===== config.mk =====
export PLATFORM = sky130hd
export DESIGN_NAME = condicionador_botoes
export DESIGN_NICKNAME = d
export VERILOG_FILES = /design/src/rtl/condicionador_botoes.sv
export SDC_FILE = /design/constraint.sdc
export NUM_CORES = 1
export LEC_CHECK = 0
export CORE_ASPECT_RATIO = 0.75
export CORE_MARGIN = 5
export CORE_UTILIZATION = 48
export CTS_CLUSTER_DIAMETER = 30
export DETAILED_ROUTE_END_ITERATION = 12
export PLACE_DENSITY = 0.74
export SLEW_MARGIN = 25
export SYNTH_ARGS = -nofsm -noshare
export SYNTH_HDL_FRONTEND = slang
export SYNTH_SLANG_ARGS = --single-unit

===== constraint.sdc =====
create_clock -name clock -period 1.9 [get_ports clock]
set_input_delay 0.38 -clock clock [delete_from_list [all_inputs] [get_ports clock]]
set_output_delay 0.38 -clock clock [all_outputs]
set_load 0.1 [all_outputs]

===== src/rtl/condicionador_botoes.sv =====
// condicionador_botoes: 4-button synchronizer, debouncer and one-hot play capture.
// Define CONDICIONADOR_ERRO_MULTIPLO_EN to flag rejected multi-button presses.
module condicionador_botoes #(
  parameter int DEBOUNCE_CYCLES = 4
) (
  input  logic       clock,
  input  logic       reset,
  input  logic       habilita,
  input  logic       limpa,
  input  logic [3:0] botoes,
  output logic [3:0] jogada,
  output logic       tem_jogada,
  output logic       erro_multiplo,
  output logic [2:0] db_estado
);

  typedef enum logic [2:0] {
    OCIOSO        = 3'b000,
    FILTRANDO     = 3'b001,
    REGISTRA      = 3'b010,
    ESPERA_SOLTAR = 3'b011
  } estado_t;

  localparam logic [7:0] CNT_FIM = 8'(DEBOUNCE_CYCLES - 1);

  estado_t    estado;
  logic [3:0] sync1;
  logic [3:0] sync;
  logic [3:0] candidato;
  logic [7:0] cnt;
  logic       um_quente;
  logic       erro_q;

  assign um_quente = (candidato != 4'd0) &&
                     ((candidato & (candidato - 4'd1)) == 4'd0);

  assign db_estado = estado;

`ifdef CONDICIONADOR_ERRO_MULTIPLO_EN
  assign erro_multiplo = erro_q;
`else
  assign erro_multiplo = 1'b0;
`endif

  // Pulses are set on the edge entering REGISTRA so they are high
  // exactly while the FSM sits in REGISTRA.
  always_ff @(posedge clock or negedge reset) begin
    if (!reset) begin
      estado     <= OCIOSO;
      sync1      <= 4'd0;
      sync       <= 4'd0;
      candidato  <= 4'd0;
      cnt        <= 8'd0;
      jogada     <= 4'd0;
      tem_jogada <= 1'b0;
      erro_q     <= 1'b0;
    end else begin
      sync1      <= botoes;
      sync       <= sync1;
      tem_jogada <= 1'b0;
      erro_q     <= 1'b0;
      if (limpa)
        jogada <= 4'd0;
      case (estado)
        OCIOSO: begin
          if (sync != 4'd0 && habilita) begin
            candidato <= sync;
            cnt       <= 8'd0;
            estado    <= FILTRANDO;
          end
        end
        FILTRANDO: begin
          if (sync == 4'd0) begin
            estado <= OCIOSO;
          end else if (sync != candidato) begin
            candidato <= sync;
            cnt       <= 8'd0;
          end else if (cnt == CNT_FIM) begin
            estado     <= REGISTRA;
            tem_jogada <= um_quente;
`ifdef CONDICIONADOR_ERRO_MULTIPLO_EN
            erro_q     <= !um_quente;
`endif
          end else begin
            cnt <= cnt + 8'd1;
          end
        end
        REGISTRA: begin
          if (um_quente && !limpa)
            jogada <= candidato;
          cnt    <= 8'd0;
          estado <= ESPERA_SOLTAR;
        end
        ESPERA_SOLTAR: begin
          if (sync != 4'd0) begin
            cnt <= 8'd0;
          end else if (cnt == CNT_FIM) begin
            cnt    <= 8'd0;
            estado <= OCIOSO;
          end else begin
            cnt <= cnt + 8'd1;
          end
        end
        default: estado <= OCIOSO;
      endcase
    end
  end

endmodule


==> impl_metrics.yaml, run 1 <==
worst_setup_path:
  crit_type: "reg2reg"
  startpoint: "cnt[1]$_DFFE_PN0P_"
  path_max_fanout: 7
  critPathArrivalTime_ps: 2130
  cp_num_buf_inv: 1
  crit_slowest_cell: "dfrtp_1"
  cp_cell_sequence: "ha_1 -> nor4b_2 -> buf_4 -> a2111oi_4 -> a41oi_4 -> nor3b_2 -> a221o_1"
  reg2reg_to: "cnt[2]$_DFFE_PN0P_"
  crit_path_end_kind: "flip-flop"
  crit_family: "compound AO/OA/AOI/OAI gates"
  reg2regPathDepth: 7
  rrSetupSlack_ps: 0.3
  slowest_delay_ps: 410
  critPathRequiredTime_ps: 2130
  path_depth: 7
  start_kind: "flip-flop"
  rr_startpoint: "cnt[1]$_DFFE_PN0P_"
  worstSetupEndpoint: "cnt[2]$_DFFE_PN0P_"
yosys:
  ys_ff_latch: 27
  yosys.area.top_type: "dfrtp_1"
  yosys-top-cells-count: "dfrtp_1, nor2_1, nand2_1"
  synth_top_area_frac: 0.5273
  synth-edff-count: 0
  seq_area_frac_synth: 0.5273
  synth_area_per_cell_sq_um: 11.54
  synth.most_common_cell: "dfrtp_1"
  syn_inst: 111
  yosys_warnings: 0
  ys_types: 33
  synth_area_leaders: "dfrtp_1, mux2i_1, mux2_2, a211o_1, xor2_1"
  synthArstFlopShare: 1.000
  synth.cell_area_sq_um: 1281
  synth_ff_type: "dfrtp_1"
floorplan:
  start_util: 0.4961
  die_y_um: 54.75
  ioPinCount: 17
  std_cell_rows: 16
  die_area_sq_um: 3813
  die_w_um: 69.66
  core_sq_um: 2582
sta:
  fmax_ghz: 0.5264
  fin_crit_sh: 0.9998
  grt_setup_unrepaired: "yes"
  fin_tns_setup_ps: 0
  finClkSkew_ps: 1.537
  slew_viol_final: 0
  fin_ws_ps: 0.3095
  period_minus_slack_ps: 1900
  hold_violations: 0
  setup_viol_count_final: 0
pwr:
  powerDensity_nw_per_um2: 650.1
  leakage_nw: 0.7972
  peakVddDrop_mv: 0.5904
clock_tree:
  clkLatencyLatePin_ps: 330
  clk_root_buffer_cell: "clkbuf_4"
  clockBufferDepth: 2
  htree_levels: 1
  clk_pin_slew_ps: 140
  cts_tree: "yes"
  cts_made_buffers: 3
  clock_sinks: 27
  cts_hold_buf: 0
min_path:
  hp-class: "reg2reg"
  hold_start: "sync1[2]$_DFF_PN0_"
grt:
  grt_max_degree: 28
  grt_usage: 0.1461
  grt_pass1_vias: 944
  grt_antenna_before_repair: 0
  grt_pass1_wl_um: 4257
  grt_overflow_total: 0
detailed_routing:
  antenna_left: 0
  drc_errors: 0
  num_vias: 969
  first_pass_iters: 4
  viasPerCell: 5.444
  routed_wl_um: 2505
  wire_per_inst_um: 14.07
  initialDrtViolationCount: 46
job:
  cap_violations: 0
placement:
  numPortBuffers: 14
  post-place-ws_ps: 3.244
  dp.cells: 171
  gp_congestion: 0.7587
  placed_area_sq_um: 1544
  dp.final_hpwl_um: 1842
layout:
  syn_to_final_growth_pct: 26.86
  insertedDiodeCount: 0
  fin_nets: 152
  stdcell_count: 178
  drive_above_1_share: 0.3169
  postLayoutCellArea_sq_um: 1625
  fin_util: 0.6294
run_status:
  status: "finished, final reports clean"
[layer usage]
| metal | global-route usage | routed length, um | share of wire | vias to the layer above |
|---|---|---|---|---|
| met2 | 0.2816 | 1221 | 0.49 | 32 |
| li1 | - | - | - | 460 |
| met5 | 0 | 0 | 0 | - |
| met1 | 0.1590 | 1114 | 0.44 | 473 |
| met3 | 0.04954 | 140 | 0.056 | 4 |
| met4 | 0.03822 | 28 | 0.011 | 0 |
[through the flow]
step	hold slack [ps]	power, mW
2_1_floorplan	84.41	0.7378
3_3_place_gp	331.6	0.7963
3_5_place_dp	334.7	0.8034
4_1_cts	368.6	1.061
5_1_grt	376.8	1.109
6_report	365.1	1.057
[how the worst min path moves through the flow]
stage,end,slack (ps),depth (start not counted)
2_1_floorplan,candidato[0]$_DFFE_PN0P_,80,0
3_3_place_gp,sync[1]$_DFF_PN0_,330,0
3_5_place_dp,sync[2]$_DFF_PN0_,330,0
4_1_cts,sync[2]$_DFF_PN0_,370,0
5_1_grt,sync[2]$_DFF_PN0_,380,0
6_report,sync[2]$_DFF_PN0_,370,0
[logic make-up after synthesis]
| family | share of synthesized area |
|---|---|
| other | 0.002927 |
| AO/OA/AOI/OAI | 0.1358 |
| buffers and inverters | 0.02929 |
| flip-flops | 0.5273 |
| adder cells (fa/ha/maj) | 0.009764 |
| XOR/XNOR | 0.03418 |
| multiplexers | 0.07422 |
| AND/OR/NAND/NOR | 0.1865 |
[cell type report]
type | instances | area [sq um]
Clock inverter | 1 | 7.507
Timing Repair Buffer | 29 | 260.3
Clock buffer | 3 | 22.52
Sequential cell | 27 | 678.2
Tap cell | 36 | 45.04
Multi-Input combinational cell | 79 | 600.6
Fill cell | 196 | 957.2
Inverter | 3 | 11.26
[flip-flops by register name, summed over array words and instances, names as in the netlist]
name        flops
candidato       4
cnt             8
db_estado       2
jogada          4
sync            4
sync1           4
tem_jogada      1
[cells in the final DEF, fill, tap and decap left out, types with 2 or more instances in the layout]
master           Yosys  routed
a211o_1              5       5
a21oi_1              2       2
and3_1               5       5
buf_12               0       2
buf_4                2      20
clkbuf_4             0       3
clkdlybuf4s50_1      0       7
conb_1               1       2
dfrtp_1             27      25
dfrtp_2              0       2
inv_1                3       3
mux2_2               4       4
mux2i_1              5       5
nand2_1              8       7
nand3_1              5       4
nor2_1              10      10
nor3_1               7       6
o21a_1               2       2
o21ai_0              2       2
or2_2                2       2
xor2_1               5       5
[timing repair]
item	in CTS	in global routing
gates resized for setup	1	4
endpoints found under the setup margin	5	11
pin swaps	0	2
setup buffers	0	3
[worst register-to-register path, cell delays in order, from the launching register on]
cell	delay [ps]
dfrtp_1	410
ha_1	190
nor4b_2	250
buf_4	180
a2111oi_4	70
a41oi_4	330
nor3b_2	90
a221o_1	280
[power breakdown]
group,switching [mW],internal [mW]
clock,0.173,0.0807
combinational,0.106,0.0775
sequential,0.0222,0.598
total,0.301,0.756
No activity file was read; power rests on OpenSTA's default activity.
==> inputs of run 2 (changes only) <==
==> constraint.sdc (replaced) <==
create_clock -name clock -period 1.7 [get_ports clock]
set_input_delay 0.34 -clock clock [delete_from_list [all_inputs] [get_ports clock]]
set_output_delay 0.34 -clock clock [all_outputs]
set_load 0.1 [all_outputs]
==> run 2 against run 1 <==
Clock power is 22% higher. Cell area is 18% higher. Critical path depth is 2 lower. Wire length is 23% higher. The run now ends with setup timing left. Hold slack worse by 27 ps. Sequential power is 12% higher. Critical path type unchanged. Critical endpoint is now cnt[7]$_DFFE_PN0P_. First-iteration DRC count is 48% higher. Clock-buffer cell count stayed put. Core utilization is 11 points higher. Final cell count is 7.9% higher.
==> impl_metrics.yaml, run 2 (synthesized netlist as in run 1, its figures left out) <==
run_status:
  status: "finished with violations"
  violations: "setup timing"
layout:
  multi_input_area_sq_um: 696.9
  syn_to_final_growth_pct: 49.51
  fillers: 154
  largest_reg_flops: 8
  stdcell_count: 192
  fin_nets: 166
  regMostFlops: "cnt"
  final_common_cell: "dfrtp_1"
  insertedDiodeCount: 0
  layout_common_cells: "dfrtp_1, buf_4, nor2_1"
  seqCellArea_sq_um: 680.7
  drive_above_1_share: 0.4423
detailed_routing:
  num_vias: 1065
  wire_per_inst_um: 16.02
  viasPerCell: 5.547
  initialDrtViolationCount: 68
  first_pass_iters: 5
  antenna_left: 0
  drc_errors: 0
  routed_wl_um: 3076
worst_setup_path:
  reg2reg_to: "cnt[7]$_DFFE_PN0P_"
  startpoint: "sync[1]$_DFF_PN0_"
  crit_path_end_kind: "flip-flop"
  path_max_fanout: 7
  worstSetupEndpoint: "cnt[7]$_DFFE_PN0P_"
  cp_cell_sequence: "or4_4 -> a2111oi_4 -> a21o_2 -> and3_4 -> a211o_1"
  crit_type: "reg2reg"
  critPathArrivalTime_ps: 2160
  crit_slowest_cell: "or4_4"
  rr_startpoint: "sync[1]$_DFF_PN0_"
  start_kind: "flip-flop"
  reg2regPathDepth: 5
  rrSetupSlack_ps: -160
  critPathRequiredTime_ps: 1990
  slowest_delay_ps: 600
clock_tree:
  clockBufferDepth: 2
  cts_tree: "yes"
  htree_levels: 1
  clk_pin_slew_ps: 160
  cts_made_buffers: 3
  clock_sinks: 27
  clkLatencyLatePin_ps: 340
  clk_root_buffer_cell: "clkbuf_4"
  cts_hold_buf: 0
min_path:
  hp-class: "in2async"
sta:
  fin_crit_sh: 1.096
  fin_ws_ps: -163.9
  hold_violations: 0
  fmax_ghz: 0.5365
  grt_setup_unrepaired: "yes"
  setup_viol_count_final: 13
  finClkSkew_ps: 8.133
  slew_viol_final: 0
  period_minus_slack_ps: 1864
grt:
  grt_pass1_wl_um: 4767
  grt_overflow_total: 0
  grt_max_degree: 28
  grt_pass1_vias: 1012
  grt_usage: 0.1665
  grt_antenna_before_repair: 0
placement:
  post-place-ws_ps: -154.3
  gp_congestion: 0.8022
  dp.final_hpwl_um: 1884
  numPortBuffers: 14
  dp.cells: 180
floorplan:
  die_y_um: 54.75
  ioPinCount: 17
  start_util: 0.4961
  std_cell_rows: 16
  die_w_um: 69.66
  die_area_sq_um: 3813
  core_sq_um: 2582
pwr:
  powerDensity_nw_per_um2: 665.7
  leakage_nw: 0.9123
  peakVddDrop_mv: 0.4756
job:
  cap_violations: 0
[run 2: changes by cell type in the layout (fill, tap and decap cells not counted), sizes merged]
cell      before  now
buf           22   36
clkinvlp       1    0
inv            3    4
[run 2: critical path: cells and delay by family (launching register included)]
kind / cells / cell delay [ps]
AOI/OAI and AO/OA: 3 / 610
DFF: 1 / 430
and+or+nand+nor: 2 / 780
[run 2: report_power, final]
group / internal [mW] / switching, mW / total (mW)
registers: 0.668 / 0.0248 / 0.693
clock network: 0.0964 / 0.212 / 0.308
logic: 0.124 / 0.150 / 0.274
total: 0.889 / 0.387 / 1.28
[run 2: cell type report]
| cell class | instances | area share |
|---|---|---|
| multi-input combinational | 79 | 0.3638 |
| sequential | 27 | 0.3553 |
| timing repair buffer | 43 | 0.2351 |
| tap | 36 | 0.02351 |
| clock buffer | 3 | 0.01176 |
| inverter | 3 | 0.005879 |
| clock inverter | 1 | 0.004572 |
[run 2: metal layers]
| metal | vias to the layer above | wire length, um | global-route usage |
|---|---|---|---|
| met2 | 47 | 1562 | 0.3038 |
| met1 | 534 | 1274 | 0.1920 |
| met5 | - | 0 | 0 |
| met3 | 2 | 224 | 0.05321 |
| li1 | 482 | - | - |
| met4 | 0 | 14 | 0.05414 |
[run 2: worst min path at each step]
| stage | startpoint | end | slack (ps) |
|---|---|---|---|
| after floorplan | reset | candidato[0]$_DFFE_PN0P_ | 40 |
| after global placement | sync1[3]$_DFF_PN0_ | sync[3]$_DFF_PN0_ | 330 |
| after detailed placement | sync1[2]$_DFF_PN0_ | sync[2]$_DFF_PN0_ | 340 |
| after CTS | reset | cnt[6]$_DFFE_PN0P_ | 350 |
| after global routing | reset | cnt[7]$_DFFE_PN0P_ | 360 |
| final | reset | jogada[1]$_DFF_PN0_ | 340 |
[run 2: timing repair]
| item | CTS | global route |
|---|---|---|
| endpoints found under the setup margin | 12 | 19 |
| pin swaps | 6 | 9 |
| buffers inserted | 7 | 1 |
| cloned | 0 | 0 |
| resized for setup | 15 | 11 |
[run 2: metrics by stage]
stage            util  hold slack, ps  cell area (sq um)  power [mW]  setup TNS [ps]
2_1_floorplan       -           44.41               1314      0.8278          -466.1
3_3_place_gp   0.6584           332.3               1700      0.9025          -593.4
3_5_place_dp   0.6584           337.9               1700      0.9111           -1161
4_1_cts        0.7209           352.1               1862       1.249           -1285
5_1_grt        0.7418           362.6               1916       1.330           -2556
6_report       0.7418           338.4               1916       1.275           -1399
